===== src/rtl/timer_pkg.sv =====
// Shared constants and byte-lane helpers for the 68000-bus timer.
// Word indices are addr[7:1]; bit positions index CTRL and STATUS.
package timer_pkg;

    localparam logic [6:0] TMR_CTRL   = 7'd0;
    localparam logic [6:0] TMR_PRESC  = 7'd1;
    localparam logic [6:0] TMR_RELOAD = 7'd2;
    localparam logic [6:0] TMR_COUNT  = 7'd3;
    localparam logic [6:0] TMR_STATUS = 7'd4;

    localparam int EN  = 0;
    localparam int AR  = 1;
    localparam int IE  = 2;
    localparam int EXP = 0;

    function automatic logic [15:0] byte_mask(
        input logic uds,
        input logic lds
    );
        return {{8{uds}}, {8{lds}}};
    endfunction

    function automatic logic [15:0] byte_merge(
        input logic [15:0] old,
        input logic [15:0] wdata,
        input logic        uds,
        input logic        lds
    );
        logic [15:0] m;
        m = byte_mask(uds, lds);
        return (old & ~m) | (wdata & m);
    endfunction

endpackage


===== src/rtl/timer_prescaler.sv =====
// Free-running prescaler: one-cycle tick every presc+1 enabled clocks.
// clear restarts the phase so a fresh enable gets a full first period.
module timer_prescaler (
    input  logic        clk,
    input  logic        reset,
    input  logic        en,
    input  logic        clear,
    input  logic [15:0] presc,
    output logic        tick
);

    logic [15:0] cnt_q, cnt_d;

    always_comb begin
        tick  = en && (cnt_q == presc);
        cnt_d = cnt_q;
        if (clear || tick) begin
            cnt_d = '0;
        end else if (en) begin
            cnt_d = cnt_q + 16'd1;
        end
    end

    always_ff @(posedge clk) begin
        if (reset) begin
            cnt_q <= '0;
        end else begin
            cnt_q <= cnt_d;
        end
    end

endmodule


===== src/rtl/timer.sv =====
// 16-bit down-counting timer with prescaler, auto-reload and level irq.
// Registered-ack, byte-strobed register access on the 68000 bus.
module timer
    import timer_pkg::*;
#(
    parameter logic [15:0] RESET_RELOAD = 16'hFFFF,
    parameter logic [15:0] RESET_PRESC  = 16'h0000
) (
    input  logic        clk,
    input  logic        reset,
    input  logic [15:0] data_write,
    output logic [15:0] data_read,
    input  logic [7:0]  addr,
    input  logic        uds,
    input  logic        lds,
    input  logic        rw,
    input  logic        as,
    output logic        ack,
    output logic        irq
);

    logic [6:0]  widx;
    logic        sel, wr, rd, ctrl_wr, exp_clr;
    logic        tick, expire, hw_clr, en_load;
    logic [15:0] mask;
    logic        addr_unused;

    logic [2:0]  ctrl_q, ctrl_d;
    logic [15:0] presc_q, presc_d;
    logic [15:0] reload_q, reload_d;
    logic [15:0] count_q, count_d;
    logic        exp_q, exp_d;
    logic        ack_q, ack_d;
    logic [15:0] rdata_q, rdata_d;

    assign addr_unused = addr[0];

    always_comb begin
        widx    = addr[7:1];
        sel     = as && (widx <= TMR_STATUS);
        wr      = sel && !rw;
        rd      = sel && rw;
        mask    = byte_mask(uds, lds);
        ctrl_wr = wr && (widx == TMR_CTRL) && lds;
        exp_clr = wr && (widx == TMR_STATUS) && lds && data_write[EXP];
        expire  = tick && (count_q == 16'd0);
        hw_clr  = expire && !ctrl_q[AR];
        // A rewrite of EN=1 racing the one-shot auto-clear counts as a restart
        en_load = ctrl_wr && data_write[EN] && (!ctrl_q[EN] || hw_clr);
    end

    timer_prescaler u_presc (
        .clk   (clk),
        .reset (reset),
        .en    (ctrl_q[EN]),
        .clear (en_load),
        .presc (presc_q),
        .tick  (tick)
    );

    always_comb begin
        ctrl_d   = ctrl_q;
        presc_d  = presc_q;
        reload_d = reload_q;
        count_d  = count_q;
        exp_d    = exp_q;
        ack_d    = sel;
        rdata_d  = '0;

        if (hw_clr) ctrl_d[EN] = 1'b0;
        if (ctrl_wr) ctrl_d = data_write[2:0];

        if (wr && (widx == TMR_PRESC)) begin
            presc_d = byte_merge(presc_q, data_write, uds, lds);
        end
        if (wr && (widx == TMR_RELOAD)) begin
            reload_d = byte_merge(reload_q, data_write, uds, lds);
        end

        if (tick) begin
            if (count_q != 16'd0) begin
                count_d = count_q - 16'd1;
            end else if (ctrl_q[AR]) begin
                count_d = reload_q;
            end
        end
        if (en_load) count_d = reload_q;

        if (exp_clr) exp_d = 1'b0;
        if (expire) exp_d = 1'b1;

        if (rd) begin
            case (widx)
                TMR_CTRL:   rdata_d = {13'd0, ctrl_q};
                TMR_PRESC:  rdata_d = presc_q;
                TMR_RELOAD: rdata_d = reload_q;
                TMR_COUNT:  rdata_d = count_q;
                TMR_STATUS: rdata_d = {15'd0, exp_q};
                default:    rdata_d = '0;
            endcase
            rdata_d = rdata_d & mask;
        end
    end

    always_ff @(posedge clk) begin
        if (reset) begin
            ctrl_q   <= '0;
            presc_q  <= RESET_PRESC;
            reload_q <= RESET_RELOAD;
            count_q  <= '0;
            exp_q    <= 1'b0;
            ack_q    <= 1'b0;
            rdata_q  <= '0;
        end else begin
            ctrl_q   <= ctrl_d;
            presc_q  <= presc_d;
            reload_q <= reload_d;
            count_q  <= count_d;
            exp_q    <= exp_d;
            ack_q    <= ack_d;
            rdata_q  <= rdata_d;
        end
    end

    assign ack       = ack_q;
    assign data_read = rdata_q;
    assign irq       = exp_q & ctrl_q[IE];

endmodule


===== config.mk =====
export PLATFORM = sky130hd
export DESIGN_NAME = timer
export DESIGN_NICKNAME = d
export VERILOG_FILES = /design/src/rtl/timer_pkg.sv /design/src/rtl/timer_prescaler.sv /design/src/rtl/timer.sv
export SDC_FILE = /design/constraint.sdc
export NUM_CORES = 1
export LEC_CHECK = 0
export CORE_UTILIZATION = 55
export CTS_CLUSTER_SIZE = 10
export DETAILED_ROUTE_END_ITERATION = 8
export GPL_TIMING_DRIVEN = 1
export PLACE_DENSITY_LB_ADDON = 0.05
export SETUP_SLACK_MARGIN = 0.1
export SLEW_MARGIN = 20
export SYNTH_ARGS = -nofsm -noshare
export SYNTH_HDL_FRONTEND = slang
export SYNTH_SLANG_ARGS = --single-unit
export TNS_END_PERCENT = 1

===== constraint.sdc =====
create_clock -name clk -period 5.16 [get_ports clk]
set_clock_uncertainty 0.2 [all_clocks]
set_input_delay 1.548 -clock clk [delete_from_list [all_inputs] [get_ports clk]]
set_output_delay 1.548 -clock clk [all_outputs]
set_load 0.05 [all_outputs]

* After elaboration in Yosys (flattened, before gate mapping)
Index checks and enable logic that the tools add are counted.
** Word-level totals
- Flip-flop bits (word level) :: 85
- Word-level logic and storage cells :: 66
- Output and inout bits :: 18
- Input bits :: 30
** Operators by class
- Reductions and logical operators :: 30
- Multiplexer cells :: 10
- Bitwise operators :: 9
- $lt $le $gt $ge :: 1
- Add/sub/neg operators :: 2
- Equality and inequality tests :: 5
** Operators by type and width (number)
- $mux W16 :: 5
- $pmux W16 S5 :: 1
- $and A16 B16 Y16 :: 4
- $or A16 B16 Y16 :: 2
- $add A16 B1 Y16 const B :: 1
- $eq A16 B16 Y1 :: 1
- $logic_not A16 Y1 :: 1
- $not A16 Y16 :: 1
- $reduce_bool A16 Y1 :: 1
- $sub A16 B1 Y16 const B :: 1
- $logic_and A1 B1 Y1 :: 15
- $eq A7 B2 Y1 const B :: 2
- $eq A7 B1 Y1 const B :: 1
- $eq A7 B3 Y1 const B :: 1
- $le A7 B3 Y1 const B :: 1
- $logic_not A7 Y1 :: 1
- $reduce_bool A2 Y1 :: 3
- $mux W1 :: 4
- $reduce_or A2 Y1 :: 2
- $logic_not A1 Y1 :: 3
- $reduce_bool A3 Y1 :: 1
- $logic_or A1 B1 Y1 :: 2
- $reduce_and A2 Y1 :: 1
- $and A1 B1 Y1 :: 1
- $not A1 Y1 :: 1

* Longest topological paths before layout
- Depth in word-level cells :: 9
- Gate-level depth with buffers :: 11
- Mapped depth without buffers :: 8

* Modules after synthesis
From an unflattened synthesis, not the netlist that was laid out.
** Second synthesis, totals
- Cell total of the unflattened synthesis :: 525
- Area, all modules :: 4370.4 um2
** Modules (own cells, without submodules)
- timer :: area an instance 3380.7 um2, cells an instance 419, times used 1
- timer_prescaler :: area an instance 989.7 um2, cells an instance 106, times used 1

* Worst setup path after synthesis
No wires, ideal clock.
- Path type :: input -> register
- From :: input addr[6]
- To :: register (tool-made name)
- Data required time :: 4.830 ns
- Stages on the path :: 7
- Arrival :: 3.213 ns
- Path slack :: 1.617 ns
- Cell sequence :: or4_1 > nor2_1 > nand2_1 > nor2_1 > buf_1 > mux2i_1 > nand2_1
** RTL lines
- from (decl) :: line timer.sv:13 : input logic [7:0] addr,

==> results.toml <==
[outcome]
outcome = "complete, no violations"

[clock_tree]
post_cts_resized = 0
cts_made_buffers = 9
root_buffer = "clkbuf_8"
clk_path_buf_depth = 2
h-tree-depth = 3
clk_pin_slew_ns = 0.09
cts_sinks = 85
postCtsHoldBufs = 0
cts_tree = "built"
postCtsSetupBuffers = 0
insertion_delay_ns = 0.36

[placed_design]
port-buffer-count = 46
place_ws_ns = 0.895
placedInstanceArea_mm2 = 0.00483
dp.cells = 619
hpwl_mm = 8.21
gp_congestion = 0.869

[pwr]
power_leakage_nw = 1.94
swShare_pct = 23.9
internal_power_mw = 0.917
peakVddDrop_uv = 166
power.density_mw_per_mm2 = 240
p_comb_share_pct = 6.2
power_frac_clock_pct = 39.3
seq_power_share_pct = 54.4
power.switching_mw = 0.288

[synthesis]
synthTopCellsByArea = "dfxtp_1, mux2i_1, nor2_1"
synth_seq_cells = 85
postSynthAreaPerCell_um2 = 8.88
ys_seq_area_share_pct = 39.1
netlist_area_mm2 = 0.00435
netlist_instances = 490
synth.distinct_cells = 67
yosysWarnings = 0
synth_edf_count = 0
synth-main-ff-cell = "dfxtp_1"
async_reset_ff_share_pct = 0
synth.largest_area_cell = "dfxtp_1"
synth_top_area_share_pct = 39.1
synthesis.nets = 523

[floorplan]
start_util_pct = 56.6
die_area_mm2 = 0.00827
io_pins = 48
die-height_um = 90.9
num_rows = 32
core_mm2 = 0.00769
die_w_um = 90.9

[final_layout]
final_layout_size_suffix_gt1_share_pct = 9.94
final_cell_mix = "dfxtp_1, nor2_1, nand2_1"
diodes = 0
final_core_util_pct = 65.4
area_growth_pct = 15.6
fin_area_mm2 = 0.00503
register_area_mm2 = 0.00170
fill_cells = 667
finalNonFillerCells = 635
multiInputGateArea_mm2 = 0.00246
final_nets = 561
final_common_cell = "dfxtp_1"

[sta]
hold_violations = 0
fin_tns_setup_ns = 0
slew_viol_final = 0
setup_viol = 0
rsz0062_at_grt = "no"
fin_crit_ns = 3.92
tightest_slew_ns = 1.08
clock.fmax_ghz = 0.255
maxSlewHeadroom_pct = 27.7
setup_slack_ns = 1.24
fin_crit_sh_pct = 76.0

[setup_path]
startpoint = "addr[6]"
worst_ep_required_time_ns = 5.20
critical-path-max-stage-delay_ns = 0.56
ff2ff_setup_slack_ns = 2.17
critical_path_buf_inv_count = 1
worst-endpoint-arrival_ns = 3.96
critPathKind = "input pin to flop"
r2r-start = "count_q[0]"
start_kind = "input pin"
slowest_stage = "or4_1"
critPathTopFamily = "simple AND/OR/NAND/NOR gates"
crit_path_cell_trace = "clkdlybuf4s50_1 > or4_1 > nor2_1 > nand4b_1 > nor2_2 > mux2i_1 > nor2_1"
crit_top_cell = "nor2_1"
end_kind = "flop"
crit_fanout = 8

[run]
maxCapViolCount = 0

[worst_hold_path]
min_from = "count_q[15]"
hold_class = "flop to flop"

[routing]
dr.first_iter.drc_count = 283
routed_via_density = 5.91
routedWlPerCell_um = 17.8
vias = 3752
drc = 0
drtPass1Iterations = 5
wl_mm = 11.3
antenna_left = 0

[grt]
grt_overflow = 0
grt_pass1_vias = 3557
antenna_found_initial = 0
grt_max_degree = 35
grt.total_usage_pct = 28.2
grt_pass1_wl_mm = 18.3
-- layout make-up --
cell class,instances,area share [%]
inverters,7,0.523
clock buffers,9,2.46
well taps,102,2.54
flip-flops and latches,85,33.8
multi-input cells,372,49.0
repair buffers,53,10.2
clock inverters,7,1.44
-- worst paths after layout --
check	cells after the start	endpoint
min reg2reg	2	count_q[15]
min	2	count_q[15]
max	7	flop
max reg2reg	9	count_q[10]
-- Yosys cell counts (2+ instances only) --
| cell type | count |
|---|---|
| nor3_1 | 15 |
| nor2_2 | 3 |
| nand4b_1 | 3 |
| o311ai_0 | 2 |
| buf_6 | 5 |
| nand2_1 | 48 |
| a211o_1 | 4 |
| o31ai_1 | 4 |
| o22ai_1 | 7 |
| a22oi_1 | 13 |
| o21ai_0 | 7 |
| nor2_1 | 73 |
| dfxtp_1 | 85 |
| or4_1 | 3 |
| mux2_2 | 11 |
| xor2_1 | 21 |
| mux2i_1 | 34 |
| o211ai_1 | 5 |
| and2_1 | 3 |
| o31a_1 | 3 |
| ha_1 | 3 |
| nor3b_1 | 3 |
| buf_4 | 2 |
| nand2b_1 | 5 |
| nor2b_1 | 5 |
| a21oi_1 | 13 |
| and4_1 | 3 |
| clkbuf_1 | 15 |
| a211oi_1 | 2 |
| xnor2_1 | 10 |
| inv_1 | 6 |
| and3_1 | 6 |
| o41ai_1 | 2 |
| or4_4 | 2 |
| or2_2 | 2 |
| nor4_1 | 13 |
| mux4_2 | 3 |
| nand4_1 | 7 |
| nand3_1 | 11 |
-- power by group through the flow --
| stage | clock network [mW] | logic, mW | registers, mW |
|---|---|---|---|
| floorplan | 0 | 0.0374 | 0.672 |
| global route | 0.509 | 0.0804 | 0.656 |
| finish | 0.474 | 0.0750 | 0.656 |
| global placement | 0 | 0.0736 | 0.672 |
| detailed placement | 0 | 0.0746 | 0.672 |
| CTS | 0.483 | 0.0749 | 0.656 |
-- metrics by stage --
stage          power [mW]  hold WS [ns]
2_1_floorplan       0.709         0.253
3_3_place_gp        0.745         0.279
3_5_place_dp        0.746         0.289
4_1_cts              1.21         0.301
5_1_grt              1.25         0.313
6_report             1.20         0.304
-- logic make-up after synthesis --
kind of cell    after synthesis  share of synthesized area, %
compound gates               75                          12.8
mux                          48                          12.2
xor+xnor                     31                          6.24
buf+inv                      33                          4.26
flops                        85                          39.1
simple gates                215                          24.5
fa+ha+maj                     3                         0.863
-- tightest hold or removal path: cells and delay by family, from the launching register on --
family / cells / cell delay (ns)
AOI/OAI and AO/OA: 1 / 0.07
DFF: 1 / 0.33
and+or+nand+nor: 1 / 0.06
-- routing by layer --
metal	vias to the layer above	wire (um)	global-route usage [%]
met1	1758	5330	39.0
met5	-	0	0
met4	0	288	11.8
li1	1832	-	-
met2	140	5050	43.9
met3	22	649	4.27
Power figures use the tool's default switching activity.
